**src/rtl/instr_fetch_if.sv**
```systemverilog
// instr_fetch_if: pipelined in-order instruction bus.
// master = fetch stage (req/addr), slave = memory (ready/rvalid/rdata).
interface instr_fetch_if;
  logic        ibus_req;
  logic [31:0] ibus_addr;
  logic        ibus_ready;
  logic        ibus_rvalid;
  logic [31:0] ibus_rdata;

  modport master (
    output ibus_req, ibus_addr,
    input  ibus_ready, ibus_rvalid, ibus_rdata
  );

  modport slave (
    input  ibus_req, ibus_addr,
    output ibus_ready, ibus_rvalid, ibus_rdata
  );
endinterface

```
**src/rtl/instr_fetch.sv**
```systemverilog
// instr_fetch: IF stage, 2 outstanding bus reads, 2-deep response buffer.
// Ports: clk/rst, HDU stall/flush, EX redirect, ibus master, IF/ID register.
module instr_fetch #(
  parameter logic [31:0] RESET_VECTOR = 32'h0000_0000
) (
  input  logic          clk,
  input  logic          rst,
  input  logic          if_stall,
  input  logic          if_flush,
  input  logic          branch_take,
  input  logic [31:0]   branch_pc,
  instr_fetch_if.master ibus,
  output logic          if2id_valid,
  output logic [31:0]   if2id_pc,
  output logic [31:0]   if2id_instruction
);
  localparam logic [31:0] NOP = 32'h0000_0013;

  logic [31:0] pc_q, pc_d;
  logic [1:0]  outst_q, outst_d;
  logic [1:0]  drop_q, drop_d;
  logic [31:0] pend_q [2];
  logic [31:0] pend_d [2];
  logic [31:0] bpc_q [2];
  logic [31:0] bpc_d [2];
  logic [31:0] bins_q [2];
  logic [31:0] bins_d [2];
  logic [1:0]  bcnt_q, bcnt_d;
  logic        v_q, v_d;
  logic [31:0] vpc_q, vpc_d;
  logic [31:0] vins_q, vins_d;

  logic [2:0] credit;
  logic       req, acc, rsp, drop, keep, adv;
  logic       pop, push, pidx, bidx;

  // credits cover both in-flight reads and buffered words,
  // so a kept response always has a buffer slot
  assign credit = {1'b0, outst_q} + {1'b0, bcnt_q};
  assign req  = ~rst & ~branch_take & (credit < 3'd2);
  assign acc  = req & ibus.ibus_ready;
  // a response with nothing outstanding is stale (e.g. across reset)
  assign rsp  = ibus.ibus_rvalid & (outst_q != 2'd0);
  assign drop = rsp & ((drop_q != 2'd0) | branch_take);
  assign keep = rsp & ~drop;
  assign adv  = ~if_stall & ~if_flush;

  assign ibus.ibus_req      = req;
  assign ibus.ibus_addr     = pc_q;
  assign if2id_valid        = v_q;
  assign if2id_pc           = vpc_q;
  assign if2id_instruction  = vins_q;

  always_comb begin
    pc_d = pc_q;
    if (branch_take)
      pc_d = branch_pc;
    else if (acc)
      pc_d = pc_q + 32'd4;

    outst_d = outst_q - {1'b0, rsp} + {1'b0, acc};

    pend_d = pend_q;
    pidx   = rsp ? 1'b0 : outst_q[0];
    if (rsp)
      pend_d[0] = pend_q[1];
    if (acc)
      pend_d[pidx] = pc_q;

    drop_d = drop_q;
    if (branch_take)
      drop_d = outst_q - {1'b0, rsp};
    else if (rsp && drop_q != 2'd0)
      drop_d = drop_q - 2'd1;

    v_d    = v_q;
    vpc_d  = vpc_q;
    vins_d = vins_q;
    pop    = 1'b0;
    push   = 1'b0;
    if (branch_take) begin
      // a stalled, unflushed instruction survives the redirect
      if (~if_stall | if_flush)
        v_d = 1'b0;
    end else if (~adv) begin
      push = keep;
      if (if_flush)
        v_d = 1'b0;
    end else if (bcnt_q != 2'd0) begin
      pop    = 1'b1;
      push   = keep;
      v_d    = 1'b1;
      vpc_d  = bpc_q[0];
      vins_d = bins_q[0];
    end else if (keep) begin
      v_d    = 1'b1;
      vpc_d  = pend_q[0];
      vins_d = ibus.ibus_rdata;
    end else begin
      v_d = 1'b0;
    end

    bpc_d  = bpc_q;
    bins_d = bins_q;
    bidx   = pop ? 1'b0 : bcnt_q[0];
    if (pop) begin
      bpc_d[0]  = bpc_q[1];
      bins_d[0] = bins_q[1];
    end
    if (push) begin
      bpc_d[bidx]  = pend_q[0];
      bins_d[bidx] = ibus.ibus_rdata;
    end
    bcnt_d = bcnt_q - {1'b0, pop} + {1'b0, push};
    if (branch_take)
      bcnt_d = 2'd0;
  end

  always_ff @(posedge clk) begin
    if (rst) begin
      pc_q      <= RESET_VECTOR;
      outst_q   <= 2'd0;
      drop_q    <= 2'd0;
      pend_q[0] <= 32'd0;
      pend_q[1] <= 32'd0;
      bpc_q[0]  <= 32'd0;
      bpc_q[1]  <= 32'd0;
      bins_q[0] <= 32'd0;
      bins_q[1] <= 32'd0;
      bcnt_q    <= 2'd0;
      v_q       <= 1'b0;
      vpc_q     <= RESET_VECTOR;
      vins_q    <= NOP;
    end else begin
      pc_q    <= pc_d;
      outst_q <= outst_d;
      drop_q  <= drop_d;
      pend_q  <= pend_d;
      bpc_q   <= bpc_d;
      bins_q  <= bins_d;
      bcnt_q  <= bcnt_d;
      v_q     <= v_d;
      vpc_q   <= vpc_d;
      vins_q  <= vins_d;
    end
  end
endmodule
```
**src/flat_wrapper.sv**
```systemverilog
// flat-port wrapper written by rule: the top's interface ports become plain ports
module instr_fetch_flat 
#(
  parameter logic [31:0] RESET_VECTOR = 32'h0000_0000
)
  (clk, rst, if_stall, if_flush, branch_take, branch_pc, if2id_valid, if2id_pc, if2id_instruction, ibus_ibus_req, ibus_ibus_addr, ibus_ibus_ready, ibus_ibus_rvalid, ibus_ibus_rdata);
  instr_fetch_if ibus_i ();
  input  logic clk;
  input  logic rst;
  input  logic if_stall;
  input  logic if_flush;
  input  logic branch_take;
  input  logic [31:0] branch_pc;
  output logic if2id_valid;
  output logic [31:0] if2id_pc;
  output logic [31:0] if2id_instruction;
  output wire logic [$bits(ibus_i.ibus_req)-1:0] ibus_ibus_req;
  output wire logic [$bits(ibus_i.ibus_addr)-1:0] ibus_ibus_addr;
  input wire logic [$bits(ibus_i.ibus_ready)-1:0] ibus_ibus_ready;
  input wire logic [$bits(ibus_i.ibus_rvalid)-1:0] ibus_ibus_rvalid;
  input wire logic [$bits(ibus_i.ibus_rdata)-1:0] ibus_ibus_rdata;
  assign ibus_ibus_req = ibus_i.ibus_req;
  assign ibus_ibus_addr = ibus_i.ibus_addr;
  assign ibus_i.ibus_ready = ibus_ibus_ready;
  assign ibus_i.ibus_rvalid = ibus_ibus_rvalid;
  assign ibus_i.ibus_rdata = ibus_ibus_rdata;
  instr_fetch #(.RESET_VECTOR(RESET_VECTOR)) u_core (.clk(clk), .rst(rst), .if_stall(if_stall), .if_flush(if_flush), .branch_take(branch_take), .branch_pc(branch_pc), .ibus(ibus_i), .if2id_valid(if2id_valid), .if2id_pc(if2id_pc), .if2id_instruction(if2id_instruction));
endmodule
```
**config.mk**
```make
export PLATFORM = sky130hd
export DESIGN_NAME = instr_fetch_flat
export DESIGN_NICKNAME = d
export VERILOG_FILES = /design/src/rtl/instr_fetch_if.sv /design/src/rtl/instr_fetch.sv /design/src/flat_wrapper.sv
export SDC_FILE = /design/constraint.sdc
export NUM_CORES = 1
export LEC_CHECK = 0
export ABC_CLOCK_PERIOD_IN_PS = 2800
export CELL_PAD_IN_SITES_DETAIL_PLACEMENT = 0
export CELL_PAD_IN_SITES_GLOBAL_PLACEMENT = 1
export CORE_MARGIN = 2
export CORE_UTILIZATION = 38
export CTS_BUF_LIST = sky130_fd_sc_hd__clkbuf_8
export DETAILED_ROUTE_END_ITERATION = 12
export HOLD_SLACK_MARGIN = 0.1
export PLACE_DENSITY = 0.9
export SLEW_MARGIN = 40
export SYNTH_ARGS = -nofsm -noshare
export SYNTH_HDL_FRONTEND = slang
export SYNTH_SLANG_ARGS = --single-unit
```
**constraint.sdc**
```tcl
create_clock -name clk -period 2.8 [get_ports clk]
set_input_delay 0.28 -clock clk [delete_from_list [all_inputs] [get_ports clk]]
set_output_delay 0.28 -clock clk [all_outputs]
set_load 0.1 [all_outputs]
```
==> flow_summary.yaml, run 1 <==
floorplanning:
  initial_core_util_pct: 38.5
  num_io_pins: 169
  coreArea_mm2: 0.0325
  fp-row-count: 66
  die_area_mm2: 0.0343
  fp.dieW_um: 185
  die_h_um: 185
layout:
  num-fill-cells: 3130
  nNetsFinal: 1760
  area_delta_synth_final_pct: 24.0
  drive_above_1_share_pct: 13.6
  finish.instance_area_mm2: 0.0155
  antenna_cells: 0
  finalNonFillerCells: 2158
  seq_area_mm2: 0.00591
  multiInputGateArea_mm2: 0.00604
cts:
  clk_pin_slew_worst_paths_ns: 0.06
  clock_path_buffers: 3
  postCtsSetupBuffers: 0
  cts_buffers: 51
  cts_tree: "built"
  clock_sinks: 295
  clock_latency_ns: 0.58
  root_buffer: "clkbuf_8"
  htree_levels: 2
setup_path:
  r2r-start: "u_core.bcnt_q[1]"
  r2r_cells: 7
  arrival_ns: 3.09
  end_kind: "register"
  required_ns: 3.29
  crit_path_start_kind: "register"
  crit_path_start: "u_core.bcnt_q[1]"
  crit_type: "register to register"
  regToRegSetupSlack_ns: 0.20
  crit_path_max_fanout: 68
routing:
  drt-total-wl_um: 34600
  drc_errors: 0
  ant_nets: 0
  via_count: 11424
  first_pass_iters: 5
  avgRoutedWirePerCell_um: 16.0
  drt_iter0_drc: 800
  via_per_inst: 5.29
yosys:
  async_flop_share_pct: 0
  yosys.area.top_type_share_pct: 47.3
  syn_nets: 1640
  ys_top_cells_by_count: "407 x nand2_1, 295 x dfxtp_1, 189 x nor2_1"
  synth_seq_cells: 295
  yosysMostFrequentCell: "nand2_1"
  synth_warnings: 0
  ys_seq_area_share_pct: 47.3
  ys_types: 45
  synthTopCellsByArea: "dfxtp_1 47%, nand2_1 12%, a311oi_1 8.8%, nor2_1 5.7%, a21oi_1 4.4%"
  netlist_area_mm2: 0.0125
  synth_ff_type: "dfxtp_1"
  synthCells: 1562
  synth_top_area_cell: "dfxtp_1"
  synth_edf_count: 0
  syn_area_per_cell_um2: 7.99
pwr:
  power_density_mw_per_mm2: 676
  p_leak_uw: 0.00565
  irDropWorstVdd_v: 0.000354
placed_design:
  dp_slack_ns: 0.124
  place_inst: 2070
  io_buffers: 168
  dpl_cell_area_mm2: 0.0144
  hpwl_um: 21300
  routabilityCongestion: 0.850
sta:
  hold_ws_ns: 0.251
  hold_viol_final: 0
  fin_skew_ns: 0.0235
  drv_slew: 0
  final-setup-viol-count: 0
  period_minus_slack_ns: 2.60
  rsz0062_at_grt: "false"
  fin_tns_setup_ns: 0
  slew_headroom_pct: 48.7
  worst_pin_slew_ns: 0.769
  clock.fmax_ghz: 0.384
  setup_slack_ns: 0.199
  finalCritPeriodShare_pct: 92.9
status:
  status: "finished, final reports clean"
global_route:
  grt_max_degree: 120
  overflow: 0
  grtUsageTotal_pct: 19.8
  grt_pass1_vias: 10711
  antenna_found_initial: 0
  grt_pass1_wl_um: 55700
hold_path:
  hold_class: "input port to register"
run:
  max_cap_viol_count: 0
-- layout make-up --
type	count	share of cell area (%)
multi-input cells	1118	39.0
flip-flops and latches	295	38.2
repair buffers	205	12.3
clock buffers	69	6.13
well taps	442	3.57
clock inverters	18	0.541
inverters	11	0.267
-- worst max-delay path, cell delays in order, from the launching register on --
cell and delay [ns]:
dfxtp_2 0.34, buf_4 0.60, nor4_1 0.17, nor3_1 0.55, and2_2 0.30, buf_4 0.29, nand2_1 0.09, a21oi_1 0.13
-- timing repair --
action | CTS | global route
hold buffers | 1 | 0
resized for setup | 0 | 1
hold endpoints to repair | 11 | 0
endpoints found under the setup margin | 0 | 5
-- cell families after synthesis --
group	after synthesis	share of synthesized area, %
and+or+nand+nor	680	22.6
AOI/OAI and AO/OA	367	19.7
DFF	295	47.3
buffers and inverters	149	4.77
muxes	36	2.89
xor gates and xnor gates	28	1.96
adders and majority gates	7	0.762
-- metal layers --
metal / part of all wire (%) / up-vias / wire (um) / global-route usage [%]
met2: 45 / 370 / 15400 / 31.4
met1: 47 / 5351 / 16300 / 27.5
met3: 6.7 / 43 / 2300 / 3.74
met4: 1.5 / 0 / 532 / 5.21
met5: 0 / - / 0 / 0
li1: - / 5660 / - / -
-- power breakdown --
| part | leakage, uW | switching [uW] | internal, uW |
|---|---|---|---|
| sequential | 0.00239 | 234 | 4450 |
| combinational | 0.00268 | 1250 | 627 |
| clock | 0.000577 | 1740 | 2180 |
| total | 0.00565 | 3220 | 7250 |
-- how the worst min path moves through the flow --
stage                   from                        end  slack, ns  cells after the start
2_1_floorplan  branch_pc[28]  u_core.ibus.ibus_addr[28]       0.39                      2
3_3_place_gp        register                   register       0.44                      2
3_5_place_dp        register                   register       0.45                      2
4_1_cts         branch_pc[5]   u_core.ibus.ibus_addr[5]       0.22                      3
5_1_grt         branch_pc[5]   u_core.ibus.ibus_addr[5]       0.25                      3
6_report       branch_pc[10]  u_core.ibus.ibus_addr[10]       0.25                      3
-- per-stage QoR --
stage	total power, uW	utilization [%]
2_1_floorplan	6070	-
3_3_place_gp	6590	44.4
3_5_place_dp	6640	44.5
4_1_cts	10600	47.7
5_1_grt	10900	47.7
6_report	10500	47.7
-- cell usage in the layout (no fill, tap or decap), types with 15 or more instances in the layout --
master | netlist | layout
nor2_1 | 189 | 188
o21ai_0 | 73 | 71
a21oi_1 | 109 | 109
dfxtp_1 | 295 | 293
mux2i_1 | 36 | 36
clkbuf_8 | 0 | 70
nand2_1 | 407 | 406
a211oi_1 | 46 | 46
buf_4 | 0 | 120
xnor2_1 | 15 | 15
inv_1 | 11 | 22
a311oi_1 | 126 | 126
nand3_1 | 17 | 17
clkdlybuf4s50_1 | 0 | 69
Note: power is estimated with default switching activity, not from simulation.
==> run 2, diff against run 1 <==
Settings changed: CORE_MARGIN 2 to 3.
==> run 2 against run 1 <==
Compared with the run above:
- die area increased by 2.2%
- worst hold slack improved by 0.022 ns
- sequential share of layout area increased by 0.26 points
- global-route usage decreased by 1.0 points
- fmax increased by 2.0%
- via count decreased by 0.37%
- largest cell class unchanged
==> flow_summary.yaml, run 2 (synthesis gave the netlist of run 1 again) <==
status:
  status: "finished, final reports clean"
sta:
  fin_skew_ns: 0.0122
  worst_pin_slew_ns: 0.843
  slew_headroom_pct: 43.8
  finalCritPeriodShare_pct: 91.0
  final-setup-viol-count: 0
  clock.fmax_ghz: 0.392
  rsz0062_at_grt: "false"
  period_minus_slack_ns: 2.55
  hold_ws_ns: 0.272
  drv_slew: 0
  hold_viol_final: 0
floorplanning:
  die_h_um: 187
  fp.dieW_um: 187
  num_io_pins: 169
  coreArea_mm2: 0.0320
  fp-row-count: 65
  die_area_mm2: 0.0351
  initial_core_util_pct: 39.1
pwr:
  seqPwrFrac_pct: 45.4
  p_leak_uw: 0.00564
  swShare_pct: 30.7
  irDropWorstVdd_v: 0.000344
  power_density_mw_per_mm2: 672
  p_comb_share_pct: 18.0
  power.internal_uw: 7160
  power.net_switching_uw: 3170
  finalPower_uw: 10300
  clkPwrFrac_pct: 36.7
global_route:
  antenna_found_initial: 1
  grt_pass1_wl_um: 55900
  grtUsageTotal_pct: 18.8
  grt_max_degree: 170
  overflow: 0
  grt_pass1_vias: 10746
hold_path:
  hold_class: "input port to register"
  hold_path_depth: 3
  hold_start: "branch_pc[10]"
  holdPathEnd: "u_core.ibus.ibus_addr[10]"
placed_design:
  place_inst: 2061
  dpl_cell_area_mm2: 0.0144
  hpwl_um: 21400
  io_buffers: 168
  routabilityCongestion: 0.822
layout:
  area_delta_synth_final_pct: 23.2
  num-fill-cells: 3121
  drive_above_1_share_pct: 13.0
  layout_commonest_cell: "nand2_1"
  finish.instance_area_mm2: 0.0154
  mostFrequentLayoutCells: "406 x nand2_1, 293 x dfxtp_1, 188 x nor2_1"
  seq_area_mm2: 0.00591
  finalNonFillerCells: 2153
  nNetsFinal: 1757
  multiInputGateArea_mm2: 0.00604
cts:
  clock_latency_ns: 0.56
  root_buffer: "clkbuf_8"
  cts_buffers: 50
  clock_sinks: 295
  clk_pin_slew_worst_paths_ns: 0.06
  clock_path_buffers: 3
  hold_buffers: 1
  cts-resized-gates: 0
  htree_levels: 2
  cts_tree: "built"
  postCtsSetupBuffers: 0
routing:
  ant_nets: 0
  drc_errors: 0
  drt-total-wl_um: 34100
  drt_iter0_drc: 892
  via_count: 11382
  avgRoutedWirePerCell_um: 15.8
  first_pass_iters: 5
  via_per_inst: 5.29
setup_path:
  crit_path_max_fanout: 13
  r2r_cells: 10
  regToRegSetupSlack_ns: 0.25
  required_ns: 3.27
  end_kind: "register"
  crit_type: "register to register"
  r2r_end: "u_core.ibus.ibus_addr[21]"
  r2r-start: "u_core.outst_q[0]"
  crit_path_start_kind: "register"
  arrival_ns: 3.02
run:
  max_cap_viol_count: 0
==> run 2: cell types whose count changed in the layout (fill, tap and decap cells not counted), moves of 2 or more <==
cell / delta
buf_12: -3
clkbuf_8: -2
clkinv_2: -2
inv_1: +10
==> run 2: stage by stage <==
| stage | setup WS [ns] | TNS (ns) | utilization [%] |
|---|---|---|---|
| 6_report | 0.251 | 0 | 48.1 |
| 5_1_grt | 0.118 | 0 | 48.1 |
| 4_1_cts | 0.233 | 0 | 48.1 |
| 3_5_place_dp | 0.232 | 0 | 44.9 |
| 3_3_place_gp | 0.333 | 0 | 44.9 |
| 2_1_floorplan | -0.0665 | -0.0665 | - |
==> run 2: layout make-up <==
class                      instances  area share [%]
antenna                            1          0.0163
clock buffer                      66            5.91
clock inverter                    24           0.618
inverter                          11           0.269
multi-input combinational       1118            39.3
sequential                       295            38.4
tap                              435            3.54
timing repair buffer             203            11.9
==> run 2: per-layer routing <==
metal / routed length (um) / part of all wire [%] / vias up / track usage (%)
met4: 582 / 1.7 / 0 / 5.03
li1: - / - / 5663 / -
met3: 2390 / 7.0 / 48 / 3.84
met1: 15900 / 47 / 5314 / 26.1
met5: 0 / 0 / - / 0
met2: 15200 / 45 / 357 / 29.8
==> run 2: worst max path at each step <==
stage | startpoint | to | depth (start not counted)
6_report | u_core.outst_q[0] | u_core.ibus.ibus_addr[21] | 10
5_1_grt | u_core.outst_q[0] | u_core.ibus.ibus_addr[24] | 8
4_1_cts | u_core.outst_q[0] | u_core.ibus.ibus_addr[21] | 10
3_5_place_dp | branch_take | u_core.bpc_q[59] | 7
3_3_place_gp | if_stall | u_core.bins_q[34] | 8
2_1_floorplan | u_core.bcnt_q[0] | ibus_ibus_req | 6
==> run 2: power groups by stage <==
stage / logic (uW) / registers (uW) / clock network (uW)
final: 1860 / 4690 / 3790
after floorplan: 891 / 5170 / 0
after detailed placement: 1860 / 4770 / 0
after CTS: 1870 / 4680 / 3890
after global routing: 2010 / 4720 / 4070
after global placement: 1830 / 4760 / 0
==> run 2: worst max-delay path, stage by stage (launching register included) <==
cell	delay [ns]
dfxtp_1	0.33
inv_1	0.06
nor2_1	0.15
fa_1	0.50
nor3b_2	0.21
buf_4	0.24
nand4_4	0.13
buf_4	0.20
nor3_1	0.31
xnor2_1	0.11
a211oi_1	0.23
